[config.mk]
export PLATFORM = sky130hd
export DESIGN_NAME = switch_case_seq_flat
export DESIGN_NICKNAME = d
export VERILOG_FILES = /design/src/rtl/switch_case_seq_if.sv /design/src/rtl/switch_case_seq.sv /design/src/flat_wrapper.sv
export SDC_FILE = /design/constraint.sdc
export NUM_CORES = 1
export LEC_CHECK = 0
export ABC_AREA = 0
export CAP_MARGIN = 5
export CORE_MARGIN = 8
export CORE_UTILIZATION = 31
export DETAILED_ROUTE_END_ITERATION = 10
export PLACE_DENSITY_LB_ADDON = 0.1
export SYNTH_ARGS = -nofsm -noshare
export SYNTH_HDL_FRONTEND = slang
export SYNTH_SLANG_ARGS = --single-unit
[constraint.sdc]
create_clock -name clk -period 3.75 [get_ports clk]
set_input_delay 0.75 -clock clk [delete_from_list [all_inputs] [get_ports clk]]
set_output_delay 0.75 -clock clk [all_outputs]
set_load 0.005 [all_outputs]
[src/rtl/switch_case_seq_if.sv]
// switch_case_seq_if -- control, configuration and status bundle for switch_case_seq.
//
// Optional feature: define SWITCH_CASE_SEQ_ABORT_EN to add the abort input.
//
// Signals (master drives inputs of the sequencer, slave is the sequencer):
//   start     begin a sequence (honoured only while idle)
//   mode      0 = one-shot, 1 = loop (sampled at each wrap point)
//   hold      freeze position and dwell counter while running
//   cfg_we    table write strobe (honoured only while idle)
//   cfg_addr  table entry index
//   cfg_out   output value for the entry
//   cfg_dwell dwell for the entry; the entry lasts dwell+1 cycles
//   abort     (optional) end a running sequence at once, no done pulse
//   out       decoded output of the current entry
//   out_num   registered copy of the entry index
//   busy      high while running
//   done      one-cycle completion pulse after a one-shot run
interface switch_case_seq_if #(
    parameter int unsigned STATES  = 4,
    parameter int unsigned OUT_W   = 2,
    parameter int unsigned NUM_W   = 3,
    parameter int unsigned DWELL_W = 4
);
    localparam int unsigned SW = $clog2(STATES);

    logic               start;
    logic               mode;
    logic               hold;
    logic               cfg_we;
    logic [SW-1:0]      cfg_addr;
    logic [OUT_W-1:0]   cfg_out;
    logic [DWELL_W-1:0] cfg_dwell;
`ifdef SWITCH_CASE_SEQ_ABORT_EN
    logic               abort;
`endif
    logic [OUT_W-1:0]   out;
    logic [NUM_W-1:0]   out_num;
    logic               busy;
    logic               done;

`ifdef SWITCH_CASE_SEQ_ABORT_EN
    modport master (
        output start, mode, hold, cfg_we, cfg_addr, cfg_out, cfg_dwell, abort,
        input  out, out_num, busy, done
    );
    modport slave (
        input  start, mode, hold, cfg_we, cfg_addr, cfg_out, cfg_dwell, abort,
        output out, out_num, busy, done
    );
`else
    modport master (
        output start, mode, hold, cfg_we, cfg_addr, cfg_out, cfg_dwell,
        input  out, out_num, busy, done
    );
    modport slave (
        input  start, mode, hold, cfg_we, cfg_addr, cfg_out, cfg_dwell,
        output out, out_num, busy, done
    );
`endif
endinterface

[src/rtl/switch_case_seq.sv]
// switch_case_seq -- table-driven output sequencer.
//
// A programmable table of STATES entries (output value + dwell) is stepped
// through once (one-shot) or repeatedly (loop). Each entry is presented for
// dwell+1 cycles unless hold freezes the sequence.
//
// Optional feature: define SWITCH_CASE_SEQ_ABORT_EN to add bus.abort, which
// ends a running sequence on the next cycle without a done pulse.
//
// Ports:
//   clk    single clock, rising edge
//   rst_n  synchronous active-low reset (also clears the table)
//   bus    switch_case_seq_if.slave: start/mode/hold/cfg_* in,
//          out/out_num/busy/done out
module switch_case_seq #(
    parameter int unsigned STATES  = 4,
    parameter int unsigned OUT_W   = 2,
    parameter int unsigned NUM_W   = 3,
    parameter int unsigned DWELL_W = 4
) (
    input  logic              clk,
    input  logic              rst_n,
    switch_case_seq_if.slave  bus
);
    localparam int unsigned   SW   = $clog2(STATES);
    localparam logic [SW-1:0] LAST = SW'(STATES - 1);

    typedef enum logic [0:0] {StIdle, StRun} state_e;

    state_e             state_q;
    logic [SW-1:0]      idx_q;
    logic [DWELL_W-1:0] cnt_q;
    logic [NUM_W-1:0]   out_num_q;
    logic               done_q;
    logic [OUT_W-1:0]   tbl_out_q   [STATES];
    logic [DWELL_W-1:0] tbl_dwell_q [STATES];

    logic [SW-1:0]      idx_inc;
    logic [DWELL_W-1:0] first_dwell;
    logic               abort_req;

    assign idx_inc = idx_q + 1'b1;

    // A write to entry 0 in the same cycle as start must be seen by the first load.
    assign first_dwell = (bus.cfg_we && (bus.cfg_addr == '0)) ? bus.cfg_dwell : tbl_dwell_q[0];

`ifdef SWITCH_CASE_SEQ_ABORT_EN
    assign abort_req = bus.abort;
`else
    assign abort_req = 1'b0;
`endif

    always_ff @(posedge clk) begin
        if (!rst_n) begin
            state_q   <= StIdle;
            idx_q     <= '0;
            cnt_q     <= '0;
            out_num_q <= '0;
            done_q    <= 1'b0;
            for (int unsigned i = 0; i < STATES; i++) begin
                tbl_out_q[i]   <= '0;
                tbl_dwell_q[i] <= '0;
            end
        end else begin
            done_q    <= 1'b0;
            out_num_q <= NUM_W'(idx_q);

            case (state_q)
                StIdle: begin
                    // out_num reads 0 while idle, including the first run cycle.
                    out_num_q <= '0;
                    idx_q     <= '0;
                    if (bus.cfg_we) begin
                        tbl_out_q[bus.cfg_addr]   <= bus.cfg_out;
                        tbl_dwell_q[bus.cfg_addr] <= bus.cfg_dwell;
                    end
                    if (bus.start) begin
                        state_q <= StRun;
                        cnt_q   <= first_dwell;
                    end
                end
                StRun: begin
                    if (abort_req) begin
                        state_q   <= StIdle;
                        idx_q     <= '0;
                        cnt_q     <= '0;
                        out_num_q <= '0;
                    end else if (bus.hold) begin
                        // Frozen: idx and cnt keep their values.
                    end else if (cnt_q != '0) begin
                        cnt_q <= cnt_q - 1'b1;
                    end else if (idx_q != LAST) begin
                        idx_q <= idx_inc;
                        cnt_q <= tbl_dwell_q[idx_inc];
                    end else if (bus.mode) begin
                        idx_q <= '0;
                        cnt_q <= tbl_dwell_q[0];
                    end else begin
                        state_q   <= StIdle;
                        idx_q     <= '0;
                        cnt_q     <= '0;
                        out_num_q <= '0;
                        done_q    <= 1'b1;
                    end
                end
                default: begin
                    state_q   <= StIdle;
                    idx_q     <= '0;
                    cnt_q     <= '0;
                    out_num_q <= '0;
                end
            endcase
        end
    end

    always_comb begin
        bus.out = '0;
        case (state_q)
            StIdle:  bus.out = '0;
            StRun:   bus.out = tbl_out_q[idx_q];
            default: bus.out = '0;
        endcase
    end

    assign bus.out_num = out_num_q;
    assign bus.busy    = (state_q == StRun);
    assign bus.done    = done_q;

endmodule

[src/flat_wrapper.sv]
// flat-port wrapper written by rule: the top's interface ports become plain ports
module switch_case_seq_flat 
#(
    parameter int unsigned STATES  = 4,
    parameter int unsigned OUT_W   = 2,
    parameter int unsigned NUM_W   = 3,
    parameter int unsigned DWELL_W = 4
)
  (clk, rst_n, bus_start, bus_mode, bus_hold, bus_cfg_we, bus_cfg_addr, bus_cfg_out, bus_cfg_dwell, bus_out, bus_out_num, bus_busy, bus_done);
  switch_case_seq_if #(.STATES(STATES), .OUT_W(OUT_W), .NUM_W(NUM_W), .DWELL_W(DWELL_W)) bus_i ();
  input  logic clk;
  input  logic rst_n;
  input wire logic [$bits(bus_i.start)-1:0] bus_start;
  input wire logic [$bits(bus_i.mode)-1:0] bus_mode;
  input wire logic [$bits(bus_i.hold)-1:0] bus_hold;
  input wire logic [$bits(bus_i.cfg_we)-1:0] bus_cfg_we;
  input wire logic [$bits(bus_i.cfg_addr)-1:0] bus_cfg_addr;
  input wire logic [$bits(bus_i.cfg_out)-1:0] bus_cfg_out;
  input wire logic [$bits(bus_i.cfg_dwell)-1:0] bus_cfg_dwell;
  output wire logic [$bits(bus_i.out)-1:0] bus_out;
  output wire logic [$bits(bus_i.out_num)-1:0] bus_out_num;
  output wire logic [$bits(bus_i.busy)-1:0] bus_busy;
  output wire logic [$bits(bus_i.done)-1:0] bus_done;
  assign bus_i.start = bus_start;
  assign bus_i.mode = bus_mode;
  assign bus_i.hold = bus_hold;
  assign bus_i.cfg_we = bus_cfg_we;
  assign bus_i.cfg_addr = bus_cfg_addr;
  assign bus_i.cfg_out = bus_cfg_out;
  assign bus_i.cfg_dwell = bus_cfg_dwell;
  assign bus_out = bus_i.out;
  assign bus_out_num = bus_i.out_num;
  assign bus_busy = bus_i.busy;
  assign bus_done = bus_i.done;
  switch_case_seq #(.STATES(STATES), .OUT_W(OUT_W), .NUM_W(NUM_W), .DWELL_W(DWELL_W)) u_core (.clk(clk), .rst_n(rst_n), .bus(bus_i));
endmodule
# [After elaboration in Yosys (flattened, before gate mapping)]
# Memory sizes are Yosys's and may differ from the RTL's. A register that Yosys moved wholly into a read port is not among the register bits.
# Index checks and enable logic that the tools add are counted.
[classes] n_reduce_logical=8 n_eq_ne=4 muxes=37 n_addsub=2 bitwise=2
[ops] op="4-bit two-way mux" n=7
[ops] op="2-bit two-way mux" n=9
[ops] op="1-bit two-way mux" n=13
[ops] op="3-bit two-way mux" n=3
[ops] op="2-bit != test (second input constant)" n=4
[ops] op="2-bit case mux with 2 select lines" n=2
[ops] op="4-bit case mux with 2 select lines" n=1
[ops] op="3-bit case mux with 2 select lines" n=1
[ops] op="5-bit OR reduction" n=1
[ops] op="2-bit AND reduction" n=2
[ops] op="4-bit nonzero test" n=1
[ops] op="4-bit OR reduction" n=1
[ops] op="4-bit by 1-bit subtractor with 4-bit output (second input constant)" n=1
[ops] op="2-bit by 1-bit adder with 2-bit output (second input constant)" n=1
[ops] op="2-bit logical NOT" n=1
[ops] op="1-bit NOT" n=2
[ops] op="1-bit case mux with 2 select lines" n=1
[ops] op="2-bit OR reduction" n=1
[ops] op="1-bit logical AND" n=1
[word_totals] regBits=11 ram_bits=24 wordCells=60 in_bits=14 mem_count=2
[mem_list] memory="u_core.tbl_dwell_q" words=4 width=4 rd=2 rd_ports_with_merged_regs=0 write_ports=4 line_no="switch_case_seq.sv:36" text="logic [DWELL_W-1:0] tbl_dwell_q [STATES];"
[mem_list] memory="u_core.tbl_out_q" words=4 width=2 rd=1 rd_ports_with_merged_regs=1 write_ports=4 line_no="switch_case_seq.sv:35" text="logic [OUT_W-1:0] tbl_out_q [STATES];"

# [Logic depth before layout (Yosys ltp)]
# Gate-level depths: netlist (run 1).
[depth] word_depth=7 depth_mapped=6

# [Least setup slack after synthesis (run 1)]
# No wires, ideal clock.
[synth_timing] path_kind="input-to-reg" from="input port bus_cfg_addr[0]" to="memory u_core.tbl_dwell_q[2][0] (enable)" required_ps=3373 setup_time_ps=377 t_arrival_ps=1468 path_slack_ps=1905 path_buffers=0 path_stages=2 cell_sequence="nand2b_1 > o21ai_0"
[synth_lines] element="start, declared" line_no="flat_wrapper.sv:17" text="input wire logic [$bits(bus_i.cfg_addr)-1:0] bus_cfg_addr;"
[synth_lines] element="end, declared" line_no="switch_case_seq.sv:36"

==> results.cfg, run 1 <==
[cells_and_area]
drive_above_1_share_pct = 10.2
final_util_pct = 38.0
layout.nets = 192
area_growth_syn_to_layout_pct = 20.7
fillers = 543
diodes = 0

[hold_path]
hold_path.class = flop to flop

[power_and_ir_drop]
pwr-share-clk_pct = 36.5
power.switching_mw = 0.210
combPwrFrac_pct = 12.3
ir_drop_v = 0.000150
switching_share_pct = 23.3
p_int_mw = 0.691
p_per_area_nw_per_um2 = 435
leakagePower_nw = 0.765
p_seq_share_pct = 51.1

[clocking]
post-cts-setup-buffers = 0
path_clk_slew_ns = 0.06
cts_root_buf = clkbuf_8
cts_resized = 0
cts_tree = done
ctsHoldBuffers = 0
htreeDepth = 2
numCtsBuffers = 5
worst_skew_pair.late_latency_ns = 0.28
clockBufferDepth = 2
clock-sinks = 36

[die]
pin_count = 21
start_util_pct = 31.5
rows = 27
core_region_area_um2 = 5440
die_area_um2 = 8160
fp.dieW_um = 90.4
fp.dieH_um = 90.4

[critical_path]
cp.required_ns = 3.00
critical_path_class = flop to output port
r2r_slack_ns = 1.61
cp_data_arrival_time_ns = 1.78
worst_r2r_startpoint = u_core.idx_q[0]
critPathLaunchType = flop
reg2reg_to = u_core.cnt_q[3]
end_kind = output port
rr_worst_depth = 5
critPathMaxFanout = 2
endpoint = bus_out[1]

[sta]
clock_skew_ns = 0.0109
tightest_slew_ns = 0.828
setup_violations = 0
rsz0062_at_grt = no
maxSlewViolCount = 0
tns_ns = 0
finalHoldViolCount = 0
slew_headroom_pct = 44.2
finalCriticalPeriod_ns = 2.53
finalCritPeriodShare_pct = 67.4
max_freq_ghz = 0.396

[global_route]
grt_usage_pct = 10.5
antenna_found_initial = 0
grt_max_degree = 15
grt_pass1_vias = 1303
grt_pass1_wl_um = 6780
overflow = 0

[route]
via_per_inst = 4.89
drt-total-wl_um = 4060
drc_errors = 0
drt_iter0_markers = 60
wire_per_inst_um = 16.3
vias = 1218
ant_nets = 0
first_pass_iters = 4

[synth]
synth-seq-cells = 36
syn_area_um2 = 1710
synth_edf_count = 24
yosys_warnings = 0
synthDistinctLibCells = 42
postSynthCellCount = 156
syn-num-nets = 172
yosysTopAreaCellShare_pct = 42.0
synth_area_per_cell_um2 = 11.0
synth_top_cell_by_area = edfxtp_1
ys.flop_type = edfxtp_1
yosysMostFrequentCell = edfxtp_1
async_reset_ff_share_pct = 0
synth_common_cells = 24 x edfxtp_1, 22 x nor2_1, 18 x nand2_1
yosys-top-cells-area = edfxtp_1 42%, dfxtp_1 14%, nor2_1 4.8%
ys_seq_area_share_pct = 56.1

[placement]
dp_hpwl_um = 3240
portBuffers = 19
place.gp.congestion = 0.828

[outcome]
status = completed

[flow_run]
cap_violations = 0
how the worst min path moves through the flow:
stage / from / to / slack, ns / cells after the start
after floorplan: u_core.idx_q[1] / u_core.bus.out_num[1] / 0.48 / 1
after global placement: u_core.idx_q[1] / u_core.bus.out_num[1] / 0.50 / 1
after detailed placement: u_core.idx_q[1] / u_core.bus.out_num[1] / 0.50 / 1
after CTS: u_core.idx_q[1] / u_core.bus.out_num[1] / 0.51 / 1
after global routing: u_core.idx_q[1] / u_core.bus.out_num[1] / 0.54 / 1
final: u_core.idx_q[1] / u_core.bus.out_num[1] / 0.51 / 1
worst max-delay path, stage by stage (launching register included):
cell	delay (ns)
dfxtp_1	0.39
mux4_2	0.50
and2_1	0.17
clkdlybuf4s50_1	0.44
flip-flops by register name, indices dropped and copies added, names as in the netlist, named ones only:
register            cells
u_core.bus.busy         1
u_core.bus.done         1
u_core.bus.out_num      2
u_core.cnt_q            4
u_core.idx_q            2
u_core.tbl_dwell_q     16
u_core.tbl_out_q        8
final cells by class:
type,instances,area [µm²],area share (%)
flip-flops and latches,36,961,46.4
clock buffers,5,68.8,3.33
clock inverters,3,37.5,1.81
multi-input cells,103,677,32.7
inverters,10,37.5,1.81
repair buffers,20,198,9.55
well taps,72,90.1,4.35
layout by cell type, fill, tap and decap left out, types with 2 or more instances in the layout:
cell             count
o211ai_1             3
dfxtp_1             12
nor3b_1              2
clkbuf_8             5
a32o_1               2
o21ai_0              8
nand2_1             18
nand2b_1             3
edfxtp_1            24
nor2_1              22
mux2_2               4
inv_1               10
clkinv_1             2
clkdlybuf4s50_1     19
mux2i_1              4
o21a_1               2
nand4_1              2
o22ai_1              3
and2_1               2
and4_1               2
ha_1                 2
mux4_2               3
a21oi_1              3
and3_1               2
kinds of logic (layout without fill, tap and decap cells):
family	after synthesis	count (layout)	synth area share [%]
AO/OA/AOI/OAI	26	26	10.2
XOR/XNOR	1	1	0.511
adder cells (fa/ha/maj)	2	2	1.46
buffers and inverters	17	38	4.45
flip-flops	36	36	56.1
multiplexers	12	12	9.56
other	1	1	0.219
AND/OR/NAND/NOR	61	61	17.5
power groups by stage:
stage / combinational [mW] / sequential [mW] / clock (mW)
CTS: 0.112 / 0.461 / 0.338
detailed placement: 0.112 / 0.469 / 0
floorplan: 0.0757 / 0.460 / 0
global route: 0.123 / 0.463 / 0.356
finish: 0.111 / 0.460 / 0.329
global placement: 0.111 / 0.468 / 0
layer usage:
layer | part of all wire (%) | vias to the layer above | wire length (µm) | global-route usage (%)
li1 | - | 597 | - | -
met1 | 45 | 578 | 1820 | 12.4
met2 | 49 | 39 | 1980 | 17.1
met3 | 5.7 | 4 | 233 | 3.74
met4 | 0.64 | 0 | 26 | 3.88
met5 | 0 | - | 0 | 0
per-stage QoR:
step | hold slack [ns] | setup slack [ns] | instance area, µm² | total power, mW | std cells
6_report | 0.507 | 1.22 | 2070 | 0.900 | 249
5_1_grt | 0.538 | 1.12 | 2070 | 0.943 | 249
4_1_cts | 0.510 | 1.19 | 2070 | 0.911 | 249
3_5_place_dp | 0.500 | 1.14 | 1960 | 0.581 | 241
3_3_place_gp | 0.502 | 1.23 | 1960 | 0.579 | 241
2_1_floorplan | 0.479 | 1.90 | 1710 | 0.536 | 156
Note: power is estimated with default switching activity, not from simulation.
==> run 2, diff against run 1 <==
==> constraint.sdc (replaced) <==
create_clock -name clk -period 2.4 [get_ports clk]
set_input_delay 0.48 -clock clk [delete_from_list [all_inputs] [get_ports clk]]
set_output_delay 0.48 -clock clk [all_outputs]
set_load 0.005 [all_outputs]
==> run 2 against run 1 <==
  * Die area unchanged
  * Clock skew down 0.0049 ns
  * Critical path depth unchanged
  * Count of clock-buffer cells in the layout unchanged
  * Combinational power up 70%
  * Core utilization up 0.60 points
  * Sequential share of layout area down 0.72 points
  * Largest power group unchanged
  * Critical endpoint unchanged
  * Register-to-register slack worse by 1.3 ns
==> results.cfg, run 2 (synthesis gave the netlist of run 1 again) <==
[outcome]
status = completed

[cells_and_area]
multi_input_area_um2 = 677
final_common_cell = edfxtp_1
fin_area_um2 = 2100
diodes = 0
ff_latch_area_um2 = 961
drive_above_1_share_pct = 14.1
regMostFlops = u_core.tbl_dwell_q
area_growth_syn_to_layout_pct = 22.6
final_cell_mix = 24 x edfxtp_1, 22 x nor2_1, 19 x clkdlybuf4s50_1, 18 x nand2_1, 12 x dfxtp_1
top_regs = u_core.tbl_dwell_q (16), u_core.tbl_out_q (8), u_core.cnt_q (4)
fillers = 528
final_util_pct = 38.6
largest_register_ffs = 16
layout.nets = 199

[critical_path]
cp_slowest_cell = mux4_2
rr_worst_depth = 5
worstPathCellList = mux4_2 > and2_1 > clkdlybuf4s50_1
critPathLaunchType = flop
critPathMaxFanout = 2
cp_data_arrival_time_ns = 1.78
critical_path_class = flop to output port
end_kind = output port
critPathMaxStageDelay_ns = 0.50
cp.required_ns = 1.92

[route]
drt-total-wl_um = 3890
highest_layer = met4
vias = 1224
wl_met3_um = 251
ant_nets = 0
drt_iter0_markers = 46
drc_errors = 0
via_per_inst = 4.78
wire_per_inst_um = 15.2
first_pass_iters = 5
drt-met1-wl_um = 1760
met2WireLength_um = 1800

[die]
core_region_area_um2 = 5440
fp.dieH_um = 90.4
rows = 27
pin_count = 21
start_util_pct = 31.5
fp.dieW_um = 90.4
die_area_um2 = 8160

[power_and_ir_drop]
ir_drop_v = 0.000204
p_per_area_nw_per_um2 = 632
leakagePower_nw = 0.792

[sta]
maxSlewViolCount = 0
finalCriticalPeriod_ns = 2.26
setup_violations = 0
finalHoldViolCount = 0
finalCritPeriodShare_pct = 94.1
max_freq_ghz = 0.443
rsz0062_at_grt = no
tns_ns = 0
clock_skew_ns = 0.00603

[hold_path]
hold_path.class = flop to flop
min_path_cells = 1

[placement]
place.gp.congestion = 0.809
portBuffers = 19
dpl_cell_area_um2 = 2020
dp_hpwl_um = 3090

[global_route]
grt_usage_pct = 9.95
grt_pass1_wl_um = 6380
overflow = 0
grt_pass1_vias = 1266
grt_max_degree = 14
antenna_found_initial = 0

[clocking]
numCtsBuffers = 5
path_clk_slew_ns = 0.07
clock-sinks = 36
htreeDepth = 2
cts_root_buf = clkbuf_8
post-cts-setup-buffers = 0
cts_tree = done
clockBufferDepth = 2
cts_resized = 0
worst_skew_pair.late_latency_ns = 0.29
ctsHoldBuffers = 0

[flow_run]
cap_violations = 0
[run 2: final cells by class]
class / instances / area share, %
Sequential cell: 36 / 45.7
Multi-Input combinational cell: 103 / 32.2
Timing Repair Buffer: 27 / 11.9
Tap cell: 72 / 4.29
Clock buffer: 5 / 3.27
Inverter: 10 / 1.79
Clock inverter: 3 / 0.833
[run 2: routing by layer]
metal / vias to the layer above / track usage, %
li1: 611 / -
met5: - / 0
met4: 0 / 4.85
met3: 8 / 3.41
met2: 44 / 14.9
met1: 561 / 12.5
[run 2: final timing paths]
kind	to	startpoint	slack, ns
worst max register to register	u_core.cnt_q[3]	u_core.idx_q[0]	0.32
worst min register to register	u_core.bus.out_num[1]	u_core.idx_q[1]	0.51
worst min-delay path	u_core.bus.out_num[1]	u_core.idx_q[1]	0.51
worst max-delay path	bus_out[1]	flop	0.14
[run 2: worst max-delay path, delay by kind of cell (launching register included)]
family,cells,cell delay (ns)
buffers and inverters,1,0.44
flip-flops,1,0.39
multiplexers,1,0.50
AND/OR/NAND/NOR,1,0.16
[run 2: power by group]
group	internal [mW]	total, mW	switching [mW]
Combinational	0.0925	0.189	0.0967
Clock	0.202	0.424	0.222
Sequential	0.694	0.715	0.0204
[run 2: stage by stage]
step / setup slack, ns / cells / hold WS (ns) / power, mW
6_report: 0.142 / 256 / 0.515 / 1.33
3_3_place_gp: 0.356 / 248 / 0.513 / 0.917
3_5_place_dp: 0.317 / 248 / 0.509 / 0.918
4_1_cts: 0.105 / 256 / 0.519 / 1.34
2_1_floorplan: 0.606 / 156 / 0.479 / 0.838
5_1_grt: 0.0485 / 256 / 0.534 / 1.39
==> run 3, diff against run 2 <==
--- a/config.mk
+++ b/config.mk
@@ -8,7 +8,7 @@
 export ABC_AREA = 0
 export CAP_MARGIN = 5
 export CORE_MARGIN = 8
-export CORE_UTILIZATION = 31
+export CORE_UTILIZATION = 43
 export DETAILED_ROUTE_END_ITERATION = 10
 export PLACE_DENSITY_LB_ADDON = 0.1
 export SYNTH_ARGS = -nofsm -noshare
==> run 3 against run 2 <==
  * Final cell count decreased by 9.8%
  * Total power decreased by 1.3%
  * Core utilization increased by 14 points
  * Sequential power about the same
  * Clock skew about the same
  * Final area decreased by 2.6%
  * Count of clock-buffer cells in the layout increased by 2
==> results.cfg, run 3 (synthesis gave the netlist of run 1 again) <==
[cells_and_area]
final_common_cell = edfxtp_1
layout.nets = 196
multi_input_area_um2 = 677
area_growth_syn_to_layout_pct = 19.4
drive_above_1_share_pct = 12.2
fin_area_um2 = 2050
final_cell_mix = 24 x edfxtp_1, 22 x nor2_1, 19 x clkdlybuf4s50_1, 18 x nand2_1, 12 x dfxtp_1
largest_register_ffs = 16
fillers = 370
diodes = 0
top_regs = u_core.tbl_dwell_q (16), u_core.tbl_out_q (8), u_core.cnt_q (4)
regMostFlops = u_core.tbl_dwell_q
ff_latch_area_um2 = 961

[clocking]
clock-sinks = 36
path_clk_slew_ns = 0.07
cts_root_buf = clkbuf_8
ctsHoldBuffers = 0
clockBufferDepth = 2
cts_resized = 0
htreeDepth = 2
post-cts-setup-buffers = 0
worst_skew_pair.late_latency_ns = 0.29
numCtsBuffers = 5
cts_tree = done

[flow_run]
cap_violations = 0

[route]
drt-total-wl_um = 3690
vias = 1243
wire_per_inst_um = 16.0
first_pass_iters = 4
ant_nets = 0
drc_errors = 0
drt_iter0_markers = 92
via_per_inst = 5.38

[global_route]
overflow = 0
grt_usage_pct = 12.3
grt_pass1_vias = 1228
antenna_found_initial = 0
grt_pass1_wl_um = 5910
grt_max_degree = 13

[placement]
dpl_cell_area_um2 = 1970
dp_hpwl_um = 2920
place.gp.congestion = 0.835
portBuffers = 19

[sta]
maxSlewViolCount = 0
clock_skew_ns = 0.00612
slew_headroom_pct = 42.5
setup_violations = 0
rsz0062_at_grt = no
tns_ns = 0
tightest_slew_ns = 0.853
finalCritPeriodShare_pct = 93.4
max_freq_ghz = 0.446
finalHoldViolCount = 0
finalCriticalPeriod_ns = 2.24

[critical_path]
critPathLaunchType = flop
cp.required_ns = 1.92
rr_worst_depth = 5
worst_r2r_startpoint = u_core.idx_q[0]
critical_path_class = flop to output port
crit_buf_inv = 1
reg2reg_to = u_core.cnt_q[3]
critPathMaxStageDelay_ns = 0.50
critPathMaxFanout = 2
cp_slowest_cell = mux4_2
crit_family = multiplexers
cp_data_arrival_time_ns = 1.76
r2r_slack_ns = 0.25
end_kind = output port
worstPathCellList = mux4_2 > and2_1 > clkdlybuf4s50_1

[die]
rows = 23
start_util_pct = 43.8
fp.dieW_um = 79.1
fp.dieH_um = 79.1
die_area_um2 = 6260
core_region_area_um2 = 3910
pin_count = 21

[hold_path]
min_path_cells = 1
hold_path.class = flop to flop
hp-start = u_core.idx_q[1]
holdPathEnd = u_core.bus.out_num[1]

[power_and_ir_drop]
leakagePower_nw = 0.774
ir_drop_v = 0.000406
p_per_area_nw_per_um2 = 641

[outcome]
status = completed
==> run 3: cell count changes in the layout (fill, tap and decap cells not counted) <==
| cell | previous run | this run |
|---|---|---|
| buf_4 | 8 | 5 |
| inv_6 | 1 | 0 |
| clkinv_1 | 1 | 0 |
| clkbuf_1 | 0 | 2 |
==> run 3: metrics by stage <==
step           instances  hold slack (ns)  power [mW]  setup WS [ns]  util [%]
2_1_floorplan        156            0.479       0.838          0.606         -
3_3_place_gp         223            0.513       0.907          0.311      50.2
3_5_place_dp         223            0.506       0.910          0.243      50.2
4_1_cts              231            0.516        1.32          0.136      52.3
5_1_grt              231            0.529        1.37         0.0412      52.3
6_report             231            0.514        1.31          0.158      52.3
==> run 3: report_power, final <==
part | total, mW | switching, mW | internal (mW)
registers | 0.718 | 0.0228 | 0.695
logic | 0.179 | 0.0911 | 0.0879
clock network | 0.415 | 0.211 | 0.204
==> run 3: metal layers <==
metal | part of all wire (%) | vias to the layer above | GRT usage [%] | routed length [µm]
met5 | 0 | - | 0 | 0
met4 | 1.4 | 0 | 4.81 | 51
met3 | 5.6 | 6 | 4.29 | 208
met2 | 49 | 34 | 20.2 | 1810
met1 | 44 | 597 | 14.4 | 1620
li1 | - | 606 | - | -
==> run 3: final cells by class <==
cell class / instances / area share (%)
inverters: 10 / 1.83
clock inverters: 1 / 0.244
clock buffers: 7 / 3.73
flip-flops and latches: 36 / 46.9
repair buffers: 24 / 11.1
well taps: 50 / 3.06
multi-input cells: 103 / 33.1
==> run 3: worst max-delay path by stage <==
stage                         start                       end  cells after the start  slack [ns]
finish                         flop                bus_out[0]                      3        0.16
global route                   flop                bus_out[0]                      3        0.04
CTS                            flop                bus_out[0]                      3        0.14
detailed placement       bus_cfg_we  u_core.tbl_dwell_q[3][3]                      3        0.24
global placement    u_core.idx_q[0]           u_core.cnt_q[3]                      5        0.31
floorplan           u_core.idx_q[1]           u_core.cnt_q[3]                      6        0.61
